==> src/rtl/wb_addr_decoder_if.sv <==
// Bus bundle for the address decoder: Wishbone master side plus the fan-out
// to four 8-bit slaves. The decoder uses the slave modport, the bridge the master one.
interface wb_addr_decoder_if;
    logic [15:0] wb_adr_i;
    logic [7:0]  wb_dat_i;
    logic [7:0]  wb_dat_o;
    logic        wb_we_i;
    logic        wb_cyc_i;
    logic        wb_stb_i;
    logic        wb_ack_o;
    logic [7:0]  s_adr_o;
    logic [7:0]  s_dat_o;
    logic        s_we_o;
    logic [3:0]  s_cyc_o;
    logic [3:0]  s_stb_o;
    logic [31:0] s_dat_i;
    logic [3:0]  s_ack_i;

    modport slave (
        input  wb_adr_i, wb_dat_i, wb_we_i, wb_cyc_i, wb_stb_i,
        output wb_dat_o, wb_ack_o,
        output s_adr_o, s_dat_o, s_we_o, s_cyc_o, s_stb_o,
        input  s_dat_i, s_ack_i
    );

    modport master (
        output wb_adr_i, wb_dat_i, wb_we_i, wb_cyc_i, wb_stb_i,
        input  wb_dat_o, wb_ack_o,
        input  s_adr_o, s_dat_o, s_we_o, s_cyc_o, s_stb_o,
        output s_dat_i, s_ack_i
    );
endinterface

==> src/rtl/wb_addr_decoder.sv <==
// Wishbone address decoder: routes the SPI-bridge master to four slaves or to
// internal error-log registers, with a slave-response timeout.
module wb_addr_decoder #(
    parameter int unsigned TIMEOUT_CYCLES = 64
) (
    input  logic             clk,
    input  logic             rst_n,
    wb_addr_decoder_if.slave bus,
    output logic             err_irq_o
);
    typedef enum logic [1:0] {
        IDLE  = 2'd0,
        SLAVE = 2'd1,
        ACK   = 2'd2
    } state_t;

    // The counter starts at zero on SLAVE entry, so the last waiting cycle is N-1.
    localparam logic [7:0] TMO_LAST = 8'(TIMEOUT_CYCLES - 32'd1);
    localparam logic [7:0] ERR_DATA = 8'hEE;

    function automatic logic [7:0] sat_inc8(input logic [7:0] v);
        if (v == 8'hFF) begin
            return v;
        end else begin
            return v + 8'd1;
        end
    endfunction

    function automatic logic [3:0] onehot4(input logic [1:0] idx);
        return 4'b0001 << idx;
    endfunction

    state_t      state_r;
    logic [15:0] adr_r;
    logic        we_r;
    logic [1:0]  sel_r;
    logic [7:0]  tmo_cnt_r;
    logic        wb_ack_r;
    logic [7:0]  wb_dat_r;
    logic [3:0]  s_cyc_r;
    logic [3:0]  s_stb_r;
    logic [7:0]  s_adr_r;
    logic [7:0]  s_dat_r;
    logic        s_we_r;
    logic [7:0]  err_count_r;
    logic [15:0] err_addr_r;
    logic        timeout_seen_r;
    logic        unmapped_seen_r;
    logic        err_irq_r;

    logic        req_s;
    logic        hit_slave_s;
    logic        hit_int_s;
    logic        clear_s;
    logic        ack_sel_s;
    logic [7:0]  int_rdata_s;
    logic [7:0]  slave_rdata_s;

    // Address decode, internal register read mux and selected-slave return path
    always_comb begin
        req_s       = bus.wb_cyc_i & bus.wb_stb_i;
        hit_slave_s = (bus.wb_adr_i[15:10] == 6'd0);
        hit_int_s   = (bus.wb_adr_i[15:8] == 8'hFF);
        clear_s     = hit_int_s & bus.wb_we_i & (bus.wb_adr_i[7:0] == 8'h03);
        case (bus.wb_adr_i[7:0])
            8'h00:   int_rdata_s = err_count_r;
            8'h01:   int_rdata_s = err_addr_r[15:8];
            8'h02:   int_rdata_s = err_addr_r[7:0];
            8'h03:   int_rdata_s = {6'b000000, unmapped_seen_r, timeout_seen_r};
            default: int_rdata_s = 8'h00;
        endcase
        case (sel_r)
            2'd0:    slave_rdata_s = bus.s_dat_i[7:0];
            2'd1:    slave_rdata_s = bus.s_dat_i[15:8];
            2'd2:    slave_rdata_s = bus.s_dat_i[23:16];
            2'd3:    slave_rdata_s = bus.s_dat_i[31:24];
            default: slave_rdata_s = bus.s_dat_i[7:0];
        endcase
        ack_sel_s = bus.s_ack_i[sel_r];
    end

    // Transaction FSM with all bus outputs and error-log state registered
    always_ff @(posedge clk or negedge rst_n) begin
        if (!rst_n) begin
            state_r         <= IDLE;
            adr_r           <= 16'h0000;
            we_r            <= 1'b0;
            sel_r           <= 2'd0;
            tmo_cnt_r       <= 8'd0;
            wb_ack_r        <= 1'b0;
            wb_dat_r        <= 8'h00;
            s_cyc_r         <= 4'b0000;
            s_stb_r         <= 4'b0000;
            s_adr_r         <= 8'h00;
            s_dat_r         <= 8'h00;
            s_we_r          <= 1'b0;
            err_count_r     <= 8'h00;
            err_addr_r      <= 16'h0000;
            timeout_seen_r  <= 1'b0;
            unmapped_seen_r <= 1'b0;
            err_irq_r       <= 1'b0;
        end else begin
            case (state_r)
                IDLE: begin
                    wb_ack_r <= 1'b0;
                    if (req_s) begin
                        adr_r <= bus.wb_adr_i;
                        we_r  <= bus.wb_we_i;
                        sel_r <= bus.wb_adr_i[9:8];
                        if (hit_slave_s) begin
                            state_r   <= SLAVE;
                            tmo_cnt_r <= 8'd0;
                            s_cyc_r   <= onehot4(bus.wb_adr_i[9:8]);
                            s_stb_r   <= onehot4(bus.wb_adr_i[9:8]);
                            s_adr_r   <= bus.wb_adr_i[7:0];
                            s_dat_r   <= bus.wb_dat_i;
                            s_we_r    <= bus.wb_we_i;
                        end else if (hit_int_s) begin
                            state_r  <= ACK;
                            wb_ack_r <= 1'b1;
                            if (clear_s) begin
                                err_count_r     <= 8'h00;
                                err_addr_r      <= 16'h0000;
                                timeout_seen_r  <= 1'b0;
                                unmapped_seen_r <= 1'b0;
                                err_irq_r       <= 1'b0;
                            end else if (!bus.wb_we_i) begin
                                wb_dat_r <= int_rdata_s;
                            end else begin
                                wb_dat_r <= wb_dat_r;
                            end
                        end else begin
                            state_r         <= ACK;
                            wb_ack_r        <= 1'b1;
                            unmapped_seen_r <= 1'b1;
                            err_irq_r       <= 1'b1;
                            err_addr_r      <= bus.wb_adr_i;
                            err_count_r     <= sat_inc8(err_count_r);
                            if (!bus.wb_we_i) begin
                                wb_dat_r <= ERR_DATA;
                            end else begin
                                wb_dat_r <= wb_dat_r;
                            end
                        end
                    end else begin
                        state_r <= IDLE;
                    end
                end
                SLAVE: begin
                    // Master abort outranks everything, then a slave ack beats the timeout
                    if (!bus.wb_cyc_i) begin
                        state_r <= IDLE;
                        s_cyc_r <= 4'b0000;
                        s_stb_r <= 4'b0000;
                    end else if (ack_sel_s) begin
                        state_r  <= ACK;
                        wb_ack_r <= 1'b1;
                        s_cyc_r  <= 4'b0000;
                        s_stb_r  <= 4'b0000;
                        if (!we_r) begin
                            wb_dat_r <= slave_rdata_s;
                        end else begin
                            wb_dat_r <= wb_dat_r;
                        end
                    end else if (tmo_cnt_r == TMO_LAST) begin
                        state_r        <= ACK;
                        wb_ack_r       <= 1'b1;
                        s_cyc_r        <= 4'b0000;
                        s_stb_r        <= 4'b0000;
                        timeout_seen_r <= 1'b1;
                        err_irq_r      <= 1'b1;
                        err_addr_r     <= adr_r;
                        err_count_r    <= sat_inc8(err_count_r);
                        if (!we_r) begin
                            wb_dat_r <= ERR_DATA;
                        end else begin
                            wb_dat_r <= wb_dat_r;
                        end
                    end else begin
                        tmo_cnt_r <= tmo_cnt_r + 8'd1;
                    end
                end
                ACK: begin
                    state_r  <= IDLE;
                    wb_ack_r <= 1'b0;
                end
                default: begin
                    state_r  <= IDLE;
                    wb_ack_r <= 1'b0;
                    s_cyc_r  <= 4'b0000;
                    s_stb_r  <= 4'b0000;
                end
            endcase
        end
    end

    assign bus.wb_ack_o = wb_ack_r;
    assign bus.wb_dat_o = wb_dat_r;
    assign bus.s_cyc_o  = s_cyc_r;
    assign bus.s_stb_o  = s_stb_r;
    assign bus.s_adr_o  = s_adr_r;
    assign bus.s_dat_o  = s_dat_r;
    assign bus.s_we_o   = s_we_r;
    assign err_irq_o    = err_irq_r;

endmodule

==> src/flat_wrapper.sv <==
// flat-port wrapper written by rule: the top's interface ports become plain ports
module wb_addr_decoder_flat 
#(
    parameter int unsigned TIMEOUT_CYCLES = 64
)
  (clk, rst_n, err_irq_o, bus_wb_adr_i, bus_wb_dat_i, bus_wb_we_i, bus_wb_cyc_i, bus_wb_stb_i, bus_wb_dat_o, bus_wb_ack_o, bus_s_adr_o, bus_s_dat_o, bus_s_we_o, bus_s_cyc_o, bus_s_stb_o, bus_s_dat_i, bus_s_ack_i);
  wb_addr_decoder_if bus_i ();
  input  logic clk;
  input  logic rst_n;
  output logic err_irq_o;
  input wire logic [$bits(bus_i.wb_adr_i)-1:0] bus_wb_adr_i;
  input wire logic [$bits(bus_i.wb_dat_i)-1:0] bus_wb_dat_i;
  input wire logic [$bits(bus_i.wb_we_i)-1:0] bus_wb_we_i;
  input wire logic [$bits(bus_i.wb_cyc_i)-1:0] bus_wb_cyc_i;
  input wire logic [$bits(bus_i.wb_stb_i)-1:0] bus_wb_stb_i;
  output wire logic [$bits(bus_i.wb_dat_o)-1:0] bus_wb_dat_o;
  output wire logic [$bits(bus_i.wb_ack_o)-1:0] bus_wb_ack_o;
  output wire logic [$bits(bus_i.s_adr_o)-1:0] bus_s_adr_o;
  output wire logic [$bits(bus_i.s_dat_o)-1:0] bus_s_dat_o;
  output wire logic [$bits(bus_i.s_we_o)-1:0] bus_s_we_o;
  output wire logic [$bits(bus_i.s_cyc_o)-1:0] bus_s_cyc_o;
  output wire logic [$bits(bus_i.s_stb_o)-1:0] bus_s_stb_o;
  input wire logic [$bits(bus_i.s_dat_i)-1:0] bus_s_dat_i;
  input wire logic [$bits(bus_i.s_ack_i)-1:0] bus_s_ack_i;
  assign bus_i.wb_adr_i = bus_wb_adr_i;
  assign bus_i.wb_dat_i = bus_wb_dat_i;
  assign bus_i.wb_we_i = bus_wb_we_i;
  assign bus_i.wb_cyc_i = bus_wb_cyc_i;
  assign bus_i.wb_stb_i = bus_wb_stb_i;
  assign bus_wb_dat_o = bus_i.wb_dat_o;
  assign bus_wb_ack_o = bus_i.wb_ack_o;
  assign bus_s_adr_o = bus_i.s_adr_o;
  assign bus_s_dat_o = bus_i.s_dat_o;
  assign bus_s_we_o = bus_i.s_we_o;
  assign bus_s_cyc_o = bus_i.s_cyc_o;
  assign bus_s_stb_o = bus_i.s_stb_o;
  assign bus_i.s_dat_i = bus_s_dat_i;
  assign bus_i.s_ack_i = bus_s_ack_i;
  wb_addr_decoder #(.TIMEOUT_CYCLES(TIMEOUT_CYCLES)) u_core (.clk(clk), .rst_n(rst_n), .bus(bus_i), .err_irq_o(err_irq_o));
endmodule
==> config.mk <==
export PLATFORM = sky130hd
export DESIGN_NAME = wb_addr_decoder_flat
export DESIGN_NICKNAME = d
export VERILOG_FILES = /design/src/rtl/wb_addr_decoder_if.sv /design/src/rtl/wb_addr_decoder.sv /design/src/flat_wrapper.sv
export SDC_FILE = /design/constraint.sdc
export NUM_CORES = 1
export LEC_CHECK = 0
export BUFFER_PORTS_ARGS = -buffer_cell sky130_fd_sc_hd__clkbuf_2
export CAP_MARGIN = 0
export CORE_MARGIN = 1.5
export CORE_UTILIZATION = 43
export CTS_BUF_LIST = sky130_fd_sc_hd__clkbuf_4
export DETAILED_ROUTE_END_ITERATION = 8
export GPL_TIMING_DRIVEN = 0
export PLACE_DENSITY = 0.66
export SLEW_MARGIN = 40
export SYNTH_ARGS = -nofsm -noshare
export SYNTH_HDL_FRONTEND = slang
export SYNTH_SLANG_ARGS = --single-unit
export TNS_END_PERCENT = 30
==> constraint.sdc <==
create_clock -name clk -period 3 [get_ports clk]
set_input_delay 0.15 -clock clk [delete_from_list [all_inputs] [get_ports clk]]
set_output_delay 0.15 -clock clk [all_outputs]
set_load 0.005 [all_outputs]
==> results.cfg, run 1 <==
[run_status]
run_status = finished clean

[setup_path]
path_cells = mux4_2 > nand2_1 > a21boi_1 > clkbuf_1 > a21oi_1 > a21oi_2
critPathCaptureType = register
cpMaxStageDelayCell = a21boi_1
path_max_fanout = 10
path_class = reg2reg
cp.arrival_ns = 3.19
crit_path_max_incr_delay_ns = 0.73
critPathRequiredTime_ns = 3.40
cp-start-kind = register
r2r_cells = 6

[worst_hold_path]
min_path_type = in2reg
worst_hold_path.num_cells = 2

[synthesis]
ys.flop_type = dfrtp_1
synth_top_area_share_pct = 47.5
yosys_warnings = 0
synthMostInstantiatedCell = nand2_1
synth.largest_area_cell = dfrtp_1
synth_common_cells = 88 x nand2_1, 84 x dfrtp_1, 26 x a21oi_1, 26 x mux2_2, 24 x nor2_1
synth_edf_count = 0
syn_inst = 433
ys_seq_elements = 84
syn_nets = 500
syn-cell-area_um2 = 4430
seq_area_frac_synth_pct = 47.5
synth.area.top_cells = dfrtp_1 47%, nand2_1 7.5%, mux2_2 6.6%
syn_area_per_cell_um2 = 10.2
synthArstFlopShare_pct = 100
ys_types = 50

[detailed_routing]
via_count = 3834
drt-total-wl_um = 11800
wl_per_cell_um = 16.8
dr.pass1.iters = 4
via_per_inst = 5.45
post-route-drc-count = 0
drtAntennaViolNets = 0
drt_iter0_markers = 186

[cts]
cts_tree = built
numCtsBuffers = 9
postCtsHoldBufs = 21
clkLatencyLatePin_ns = 0.45
ctsResizeCount = 0
cts_htree_levels = 3
cts_buffer_depth = 2
clock-sinks = 84
postCtsSetupBuffers = 0
clk_pin_slew_worst_paths_ns = 0.14
cts-root-buf = clkbuf_4

[job]
cap_violations = 0

[timing]
timing.final.ws_setup_ns = 0.209
fmax_ghz = 0.358
report.final.slew_viol_count = 0
hold_violations = 0
max_slew.worst_pin.slew_ns = 0.822
fin_crit_sh_pct = 93.0
finalSetupViolCount = 0
maxSlewHeadroom_pct = 45.1
period_minus_slack_ns = 2.79
fin_tns_setup_ns = 0
holdWs_ns = 0.0240
finClkSkew_ns = 0.0127
rsz0062_at_grt = false

[final_layout]
fillers = 891
drive_gt1_share_pct = 32.9
diodes = 0
finalNonFillerCells = 704
area_growth_pct = 23.5
nets = 633

[die]
die_w_um = 104
core_area_um2 = 9860
die_area_um2 = 10900
pin_count = 100
num_rows = 36
die_y_um = 104
start_util_pct = 44.9

[placement]
dp_slack_ns = 0.254
dp_hpwl_um = 8680
dp.cells = 666
port_buffers = 99
place.gp.congestion = 0.892

[global_routing]
met1_usage_pct = 31.0
grt_pass1_wl_um = 19500
met2_usage_pct = 35.8
grt_util_all_layers_pct = 22.8
grt.overflow.total = 0
grt_start_max_net_pins = 45
busiest_layer = met2
grt_pass1_vias = 3806
antenna_found_initial = 0
grt_util_met3_pct = 4.57

[power_and_ir_drop]
peakVddDrop_uv = 232
power_density_nw_per_um2 = 458
leakage_nw = 2.55
finalPower_mw = 2.50
state kept, by name, indices dropped and copies added, names as in the netlist:
signal and flops:
u_core.bus.wb_ack_o 1, u_core.adr_r 15, u_core.err_irq_o 1, u_core.timeout_seen_r 1, u_core.tmo_cnt_r 8, u_core.bus.s_dat_o 8, u_core.unmapped_seen_r 1, u_core.state_r 2
u_core.we_r 1, u_core.err_addr_r 16, u_core.sel_r 1, u_core.err_count_r 8, u_core.bus.s_cyc_o 4, u_core.bus.wb_dat_o 8, u_core.bus.s_we_o 1, u_core.bus.s_adr_o 8
kinds of logic (layout without fill, tap and decap cells):
kind of cell | count (synthesis) | in the layout | share of synthesized area [%]
simple gates | 161 | 161 | 16.5
mux | 44 | 44 | 13.8
fa+ha+maj | 2 | 2 | 0.565
xor+xnor | 4 | 4 | 0.791
compound gates | 104 | 104 | 17.0
buf+inv | 34 | 172 | 3.84
flops | 84 | 84 | 47.5
layer usage:
layer  vias to the layer above  part of all wire [%]
met1                      1856                    45
met5                         -                     0
met2                       133                    46
met3                        19                   6.5
met4                         0                   2.8
li1                       1826                     -
critical path: cells and delay by family, from the launching register on:
family | cells | cell delay (ns)
AO/OA/AOI/OAI | 3 | 1.01
buffers and inverters | 1 | 0.43
AND/OR/NAND/NOR | 1 | 0.30
multiplexers | 1 | 0.62
flip-flops | 1 | 0.39
worst paths after layout:
check	start	to	slack, ns
worst max-delay path	u_core.sel_r[0]	u_core.err_addr_r[10]	0.21
worst min-delay path	bus_wb_adr_i[15]	u_core.adr_r[15]	0.02
worst max register to register	u_core.sel_r[0]	u_core.err_addr_r[10]	0.21
worst min register to register	u_core.bus.s_dat_o[5]	u_core.bus.s_dat_o[5]	0.49
max in group asynchronous	rst_n	u_core.adr_r[0]	2.30
min in group asynchronous	rst_n	u_core.err_count_r[6]	0.17
placed cells by master, fill, tap and decap left out, types with 4 or more instances in the layout:
cell           count
nor2b_1            4
mux2i_1            7
a21oi_2           20
clkbuf_1          16
nand2_1           88
a2bb2oi_1         15
dlygate4sd3_1     22
mux4_2            11
mux2_2            26
nand3_1           12
dfrtp_1           84
and3_1             5
nor2_1            24
buf_4              5
o31ai_1            4
and2_1             6
clkbuf_4           9
clkbuf_2          99
nor3_1             5
a31oi_1            6
nand4_1            4
a21oi_1           26
o21ai_0           14
inv_1              5
per-stage QoR:
| stage | cell area [um2] | utilization, % |
|---|---|---|
| after floorplan | 4430 | - |
| after global placement | 5090 | 51.6 |
| after detailed placement | 5130 | 52.0 |
| after CTS | 5460 | 55.3 |
| after global routing | 5470 | 55.4 |
| final | 5470 | 55.4 |
power by group:
| group | leakage (nW) | total [mW] | switching [mW] | internal, mW |
|---|---|---|---|---|
| Combinational | 1.47 | 0.542 | 0.261 | 0.281 |
| Clock | 0.0562 | 0.597 | 0.425 | 0.172 |
| Sequential | 1.03 | 1.37 | 0.100 | 1.26 |
final cells by class:
cell class	instances	area [um2]	share of cell area [%]
inverter	5	18.8	0.343
sequential	84	2100	38.4
clock buffer	9	67.6	1.24
timing repair buffer	122	752	13.8
clock inverter	7	52.6	0.961
buffer	29	153	2.79
multi-input combinational	315	2160	39.4
tap	133	166	3.04
Note: power is estimated with default switching activity, not from simulation.
==> inputs of run 2 (changes only) <==
- ABC_AREA: default -> 1
- GPL_TIMING_DRIVEN: 0 -> 1
- PLACE_DENSITY: 0.66 -> 0.65
==> run 2 against run 1 <==
  * Sequential power is 4% higher
  * Largest power group unchanged
  * Critical endpoint is now u_core.tmo_cnt_r[0]
  * Highest routed layer unchanged
  * Non-clock buffer count fell by 28
  * Core utilization decreased by 2.2 points
  * Fmax is 23% higher
==> results.cfg, run 2 <==
[timing]
max_slew.worst_pin.slew_ns = 0.720
period_minus_slack_ns = 2.27
fin_tns_setup_ns = 0
fin_crit_sh_pct = 75.7
finalSetupViolCount = 0
report.final.slew_viol_count = 0
maxSlewHeadroom_pct = 52.0
hold_violations = 0
holdWs_ns = 0.0154
finClkSkew_ns = 0.0169
rsz0062_at_grt = false
fmax_ghz = 0.441

[final_layout]
final_cell_mix = 219 x nand2_1, 98 x clkbuf_2, 84 x dfrtp_1, 58 x nor2_1, 47 x o21ai_0
reg_top3 = u_core.err_addr_r: 16 flops, u_core.adr_r: 15 flops
drive_gt1_share_pct = 22.1
fillers = 1040
regArea_um2 = 2100
nets = 796
largest_register_ff_count = 16
layout_commonest_cell = nand2_1
diodes = 0
area_growth_pct = 19.6
final_core_util_pct = 53.2
top_register = u_core.err_addr_r
multiInputGateArea_um2 = 2220

[cts]
cts_htree_levels = 3
numCtsBuffers = 9
ctsResizeCount = 0
postCtsSetupBuffers = 0
clk_pin_slew_worst_paths_ns = 0.12
clock-sinks = 84
cts_tree = built
cts_buffer_depth = 2
clkLatencyLatePin_ns = 0.45
cts-root-buf = clkbuf_4
postCtsHoldBufs = 22

[power_and_ir_drop]
finalPower_mw = 2.64
power_density_nw_per_um2 = 475
leakage_nw = 2.83
peakVddDrop_uv = 211

[setup_path]
path_max_fanout = 30
r2r_start = u_core.state_r[0]
path_class = reg2reg
critPathRequiredTime_ns = 3.34
critPathCaptureType = register
critPathLaunch = u_core.state_r[0]
cp.arrival_ns = 2.61
cp-start-kind = register

[placement]
dp_hpwl_um = 8510
port_buffers = 99
place.gp.congestion = 0.821

[detailed_routing]
via_count = 4303
wl_per_cell_um = 13.5
post-route-drc-count = 0
drtAntennaViolNets = 0
drt_iter0_markers = 287
drt-total-wl_um = 11700
dr.pass1.iters = 5
via_per_inst = 4.95

[global_routing]
grt_pass1_wl_um = 20100
grt_util_all_layers_pct = 22.5
grt_start_max_net_pins = 85
grt_pass1_vias = 4204
antenna_found_initial = 0
grt.overflow.total = 0

[synthesis]
ys_types = 39
ys_seq_elements = 84
synthArstFlopShare_pct = 100
synth_edf_count = 0
synthMostInstantiatedCell = nand2_1
syn_inst = 618
synth_common_cells = 220 x nand2_1, 84 x dfrtp_1, 58 x nor2_1
syn_nets = 685
ys.flop_type = dfrtp_1
synth.largest_area_cell = dfrtp_1
syn_area_per_cell_um2 = 7.50
synth.area.top_cells = dfrtp_1 45%, nand2_1 18%, o21ai_0 5.1%
synth_top_area_share_pct = 45.3
seq_area_frac_synth_pct = 45.3
syn-cell-area_um2 = 4640
yosys_warnings = 0

[worst_hold_path]
min_path_type = in2reg
worstHoldStart = bus_wb_we_i

[die]
die_y_um = 107
die_w_um = 107
start_util_pct = 44.5
die_area_um2 = 11400
pin_count = 100
core_area_um2 = 10400
num_rows = 37

[run_status]
run_status = finished clean

[job]
cap_violations = 0
run 2: cell types whose count changed in the layout (fill, tap and decap cells not counted), moves of 13 or more:
cell       before  now
o21ai_0        14   47
nor2_1         24   58
clkbuf_1       16    0
a2bb2oi_1      15    0
nand2_1        88  219
inv_1           5   39
a21oi_1        26    8
nand3_1        12   39
a22oi_1         0   13
a21oi_2        20    1
mux2_2         26    0
o21ai_1         0   14
run 2: area by class of cell:
cell class / count / share of cell area, %
multi-input combinational: 463 / 40.0
tap: 136 / 3.07
timing repair buffer: 123 / 13.3
clock buffer: 9 / 1.22
sequential: 84 / 37.9
clock inverter: 6 / 1.20
inverter: 48 / 3.27
run 2: layer usage:
metal  track usage (%)  vias up  share of wire, %
met4              6.48        0               1.3
li1                  -     2203                 -
met1              30.5     1983                47
met5                 0        -                 0
met2              36.4      102                48
met3              4.98       15               4.2
run 2: metrics by stage:
step                setup slack (ns)  area [um2]  cells
CTS                            0.759        5540    869
floorplan                       1.43        4640    618
finish                         0.730        5550    869
global placement               0.836        5180    832
detailed placement             0.772        5190    832
global route                   0.498        5550    869
run 2: worst max-delay path, cell delays in order (launching register included):
cell and delay [ns]:
dfrtp_1 0.42, inv_2 0.08, nor2_4 0.25, buf_4 0.36, nand2_2 0.13, nor2_1 0.18, nand2_1 0.13, nand2_1 0.29
inv_1 0.16, nand2_1 0.08, o21ai_0 0.07
run 2: report_power, final:
part / switching (mW) / leakage [nW] / internal, mW
clock: 0.391 / 0.0757 / 0.251
combinational: 0.318 / 1.68 / 0.248
sequential: 0.137 / 1.07 / 1.29
total: 0.846 / 2.83 / 1.79
run 2: path summary, 6_finish.rpt:
path | to | slack [ns] | depth (start not counted)
max | u_core.tmo_cnt_r[0] | 0.73 | 10
min | u_core.we_r | 0.02 | 3
max reg2reg | u_core.tmo_cnt_r[0] | 0.73 | 10
min reg2reg | u_core.bus.s_dat_o[3] | 0.50 | 2
max in group asynchronous | u_core.adr_r[11] | 2.23 | 2
min in group asynchronous | u_core.bus.s_dat_o[5] | 0.30 | 2
run 2: cell families after synthesis:
group | Yosys count | synth area share [%]
flip-flops | 84 | 45.3
AND/OR/NAND/NOR | 357 | 33.8
buffers and inverters | 71 | 6.88
AO/OA/AOI/OAI | 98 | 12.4
adder cells (fa/ha/maj) | 2 | 0.540
XOR/XNOR | 6 | 1.13
==> inputs of run 3 (changes only) <==
- clock period: 3 -> 2.19 ns (I/O delays scaled with it)
==> run 3 against run 2 <==
  * Register-to-register slack worse by 0.53 ns
  * Setup slack worse by 0.53 ns
  * Non-clock buffer count up 9
  * Combinational power is 40% higher
  * Clock skew rose by 0.0011 ns
  * Via count rose by 1.2%
  * Core utilization grew 0.72 points
  * Critical path type unchanged
  * Largest cell class unchanged
  * Highest routed layer unchanged
==> results.cfg, run 3 (synthesized netlist as in run 2, its figures left out) <==
[cts]
clk_pin_slew_worst_paths_ns = 0.12
cts_htree_levels = 3
clock-sinks = 84
cts_buffer_depth = 2
numCtsBuffers = 9
clkLatencyLatePin_ns = 0.43
cts-root-buf = clkbuf_4
cts_tree = built
postCtsSetupBuffers = 0

[final_layout]
final_cell_mix = 219 x nand2_1, 98 x clkbuf_2, 84 x dfrtp_1, 58 x nor2_1, 47 x o21ai_0
fillers = 996
diodes = 0
drive_gt1_share_pct = 22.4
nets = 805
layout_commonest_cell = nand2_1
top_register = u_core.err_addr_r
area_growth_pct = 21.2
largest_register_ff_count = 16
reg_top3 = u_core.err_addr_r: 16 flops, u_core.adr_r: 15 flops

[timing]
finClkSkew_ns = 0.0180
fin_crit_sh_pct = 90.8
hold_violations = 0
report.final.slew_viol_count = 0
maxSlewHeadroom_pct = 48.3
fin_tns_setup_ns = 0
finalSetupViolCount = 0
max_slew.worst_pin.slew_ns = 0.773
period_minus_slack_ns = 1.99
fmax_ghz = 0.503
timing.final.ws_setup_ns = 0.202
rsz0062_at_grt = false

[power_and_ir_drop]
peakVddDrop_uv = 290
power_density_nw_per_um2 = 660
swShare_pct = 30.6
p_switching_mw = 1.14
seqPwrFrac_pct = 52.6
power.internal_mw = 2.58
leakage_nw = 2.87
clockPowerShare_pct = 26.0
p_comb_share_pct = 21.4

[global_routing]
grt_util_all_layers_pct = 22.5
antenna_found_initial = 0
grt_pass1_vias = 4262
grt_pass1_wl_um = 20100
grt_start_max_net_pins = 50
grt.overflow.total = 0

[setup_path]
r2r_start = u_core.sel_r[0]
critPathCaptureType = register
critPathLaunch = u_core.sel_r[0]
critPathRequiredTime_ns = 2.52
path_class = reg2reg
cp-start-kind = register
cp.arrival_ns = 2.32
path_max_fanout = 49

[die]
num_rows = 37
pin_count = 100
die_area_um2 = 11400
die_w_um = 107
core_area_um2 = 10400
die_y_um = 107
start_util_pct = 44.5

[worst_hold_path]
worstHoldStart = bus_s_dat_i[7]
min_path_type = in2reg

[detailed_routing]
drt-total-wl_um = 12100
post-route-drc-count = 0
via_count = 4353
dr.pass1.iters = 5
wl_per_cell_um = 13.8
via_per_inst = 4.97
drtAntennaViolNets = 0
drt_iter0_markers = 269

[placement]
dp_hpwl_um = 8650
place.gp.congestion = 0.826
dp_slack_ns = 0.220
port_buffers = 99

[job]
cap_violations = 0

[run_status]
run_status = finished clean
## run 3: critical path, stage by stage, from the launching register on
cell and delay (ns):
dfrtp_1 0.49, inv_2 0.14, nand2_1 0.07, nand2_1 0.06
nand2_1 0.04, nand2_1 0.14, nand2_1 0.11, nand3_4 0.08
clkinv_2 0.08, nand2_4 0.43, inv_1 0.12, nand2_1 0.09
nand2_1 0.05
## run 3: cell type report
class	instances	area [um2]	area share, %
Inverter	48	181	3.23
Timing Repair Buffer	132	808	14.4
Clock inverter	3	65.1	1.16
Sequential cell	84	2100	37.4
Tap cell	136	170	3.03
Clock buffer	10	75.1	1.34
Multi-Input combinational cell	463	2220	39.5
## run 3: final timing paths
check | endpoint | slack [ns] | cells after the start
worst max-delay path | u_core.err_count_r[0] | 0.20 | 12
max in group asynchronous | u_core.err_addr_r[12] | 1.24 | 3
worst min-delay path | u_core.bus.wb_dat_o[7] | 0.04 | 5
worst min register to register | u_core.bus.wb_dat_o[6] | 0.49 | 2
worst max register to register | u_core.err_count_r[0] | 0.20 | 12
min in group asynchronous | u_core.bus.s_dat_o[5] | 0.22 | 2
## run 3: metrics by stage
step / utilization, % / hold WS, ns / power [mW] / std cells / instance area (um2)
2_1_floorplan: - / -0.186 / 2.44 / 618 / 4640
3_3_place_gp: 50.2 / 0.161 / 2.71 / 838 / 5230
3_5_place_dp: 50.2 / 0.167 / 2.74 / 838 / 5230
4_1_cts: 53.9 / 0.0105 / 3.74 / 876 / 5620
5_1_grt: 54.0 / 0.0318 / 3.95 / 876 / 5620
6_report: 54.0 / 0.0399 / 3.71 / 876 / 5620
## run 3: what timing repair did
item                                   CTS  global route
resized for setup                        0             1
hold buffers                            25             0
setup endpoints to repair                0             3
endpoints found under the hold margin   75             0
## run 3: power by group through the flow
stage | combinational [mW] | clock (mW) | sequential (mW)
finish | 0.794 | 0.965 | 1.95
detailed placement | 0.758 | 0 | 1.98
CTS | 0.797 | 0.993 | 1.95
global route | 0.911 | 1.05 | 1.99
floorplan | 0.508 | 0 | 1.93
global placement | 0.740 | 0 | 1.97
## run 3: per-layer routing
metal	global-route usage, %	vias up	routed length, um	share of wire, %
li1	-	2224	-	-
met1	29.6	2021	5610	46
met2	38.3	97	6020	50
met3	2.61	11	361	3.0
met4	7.90	0	121	1.0
met5	0	-	0	0
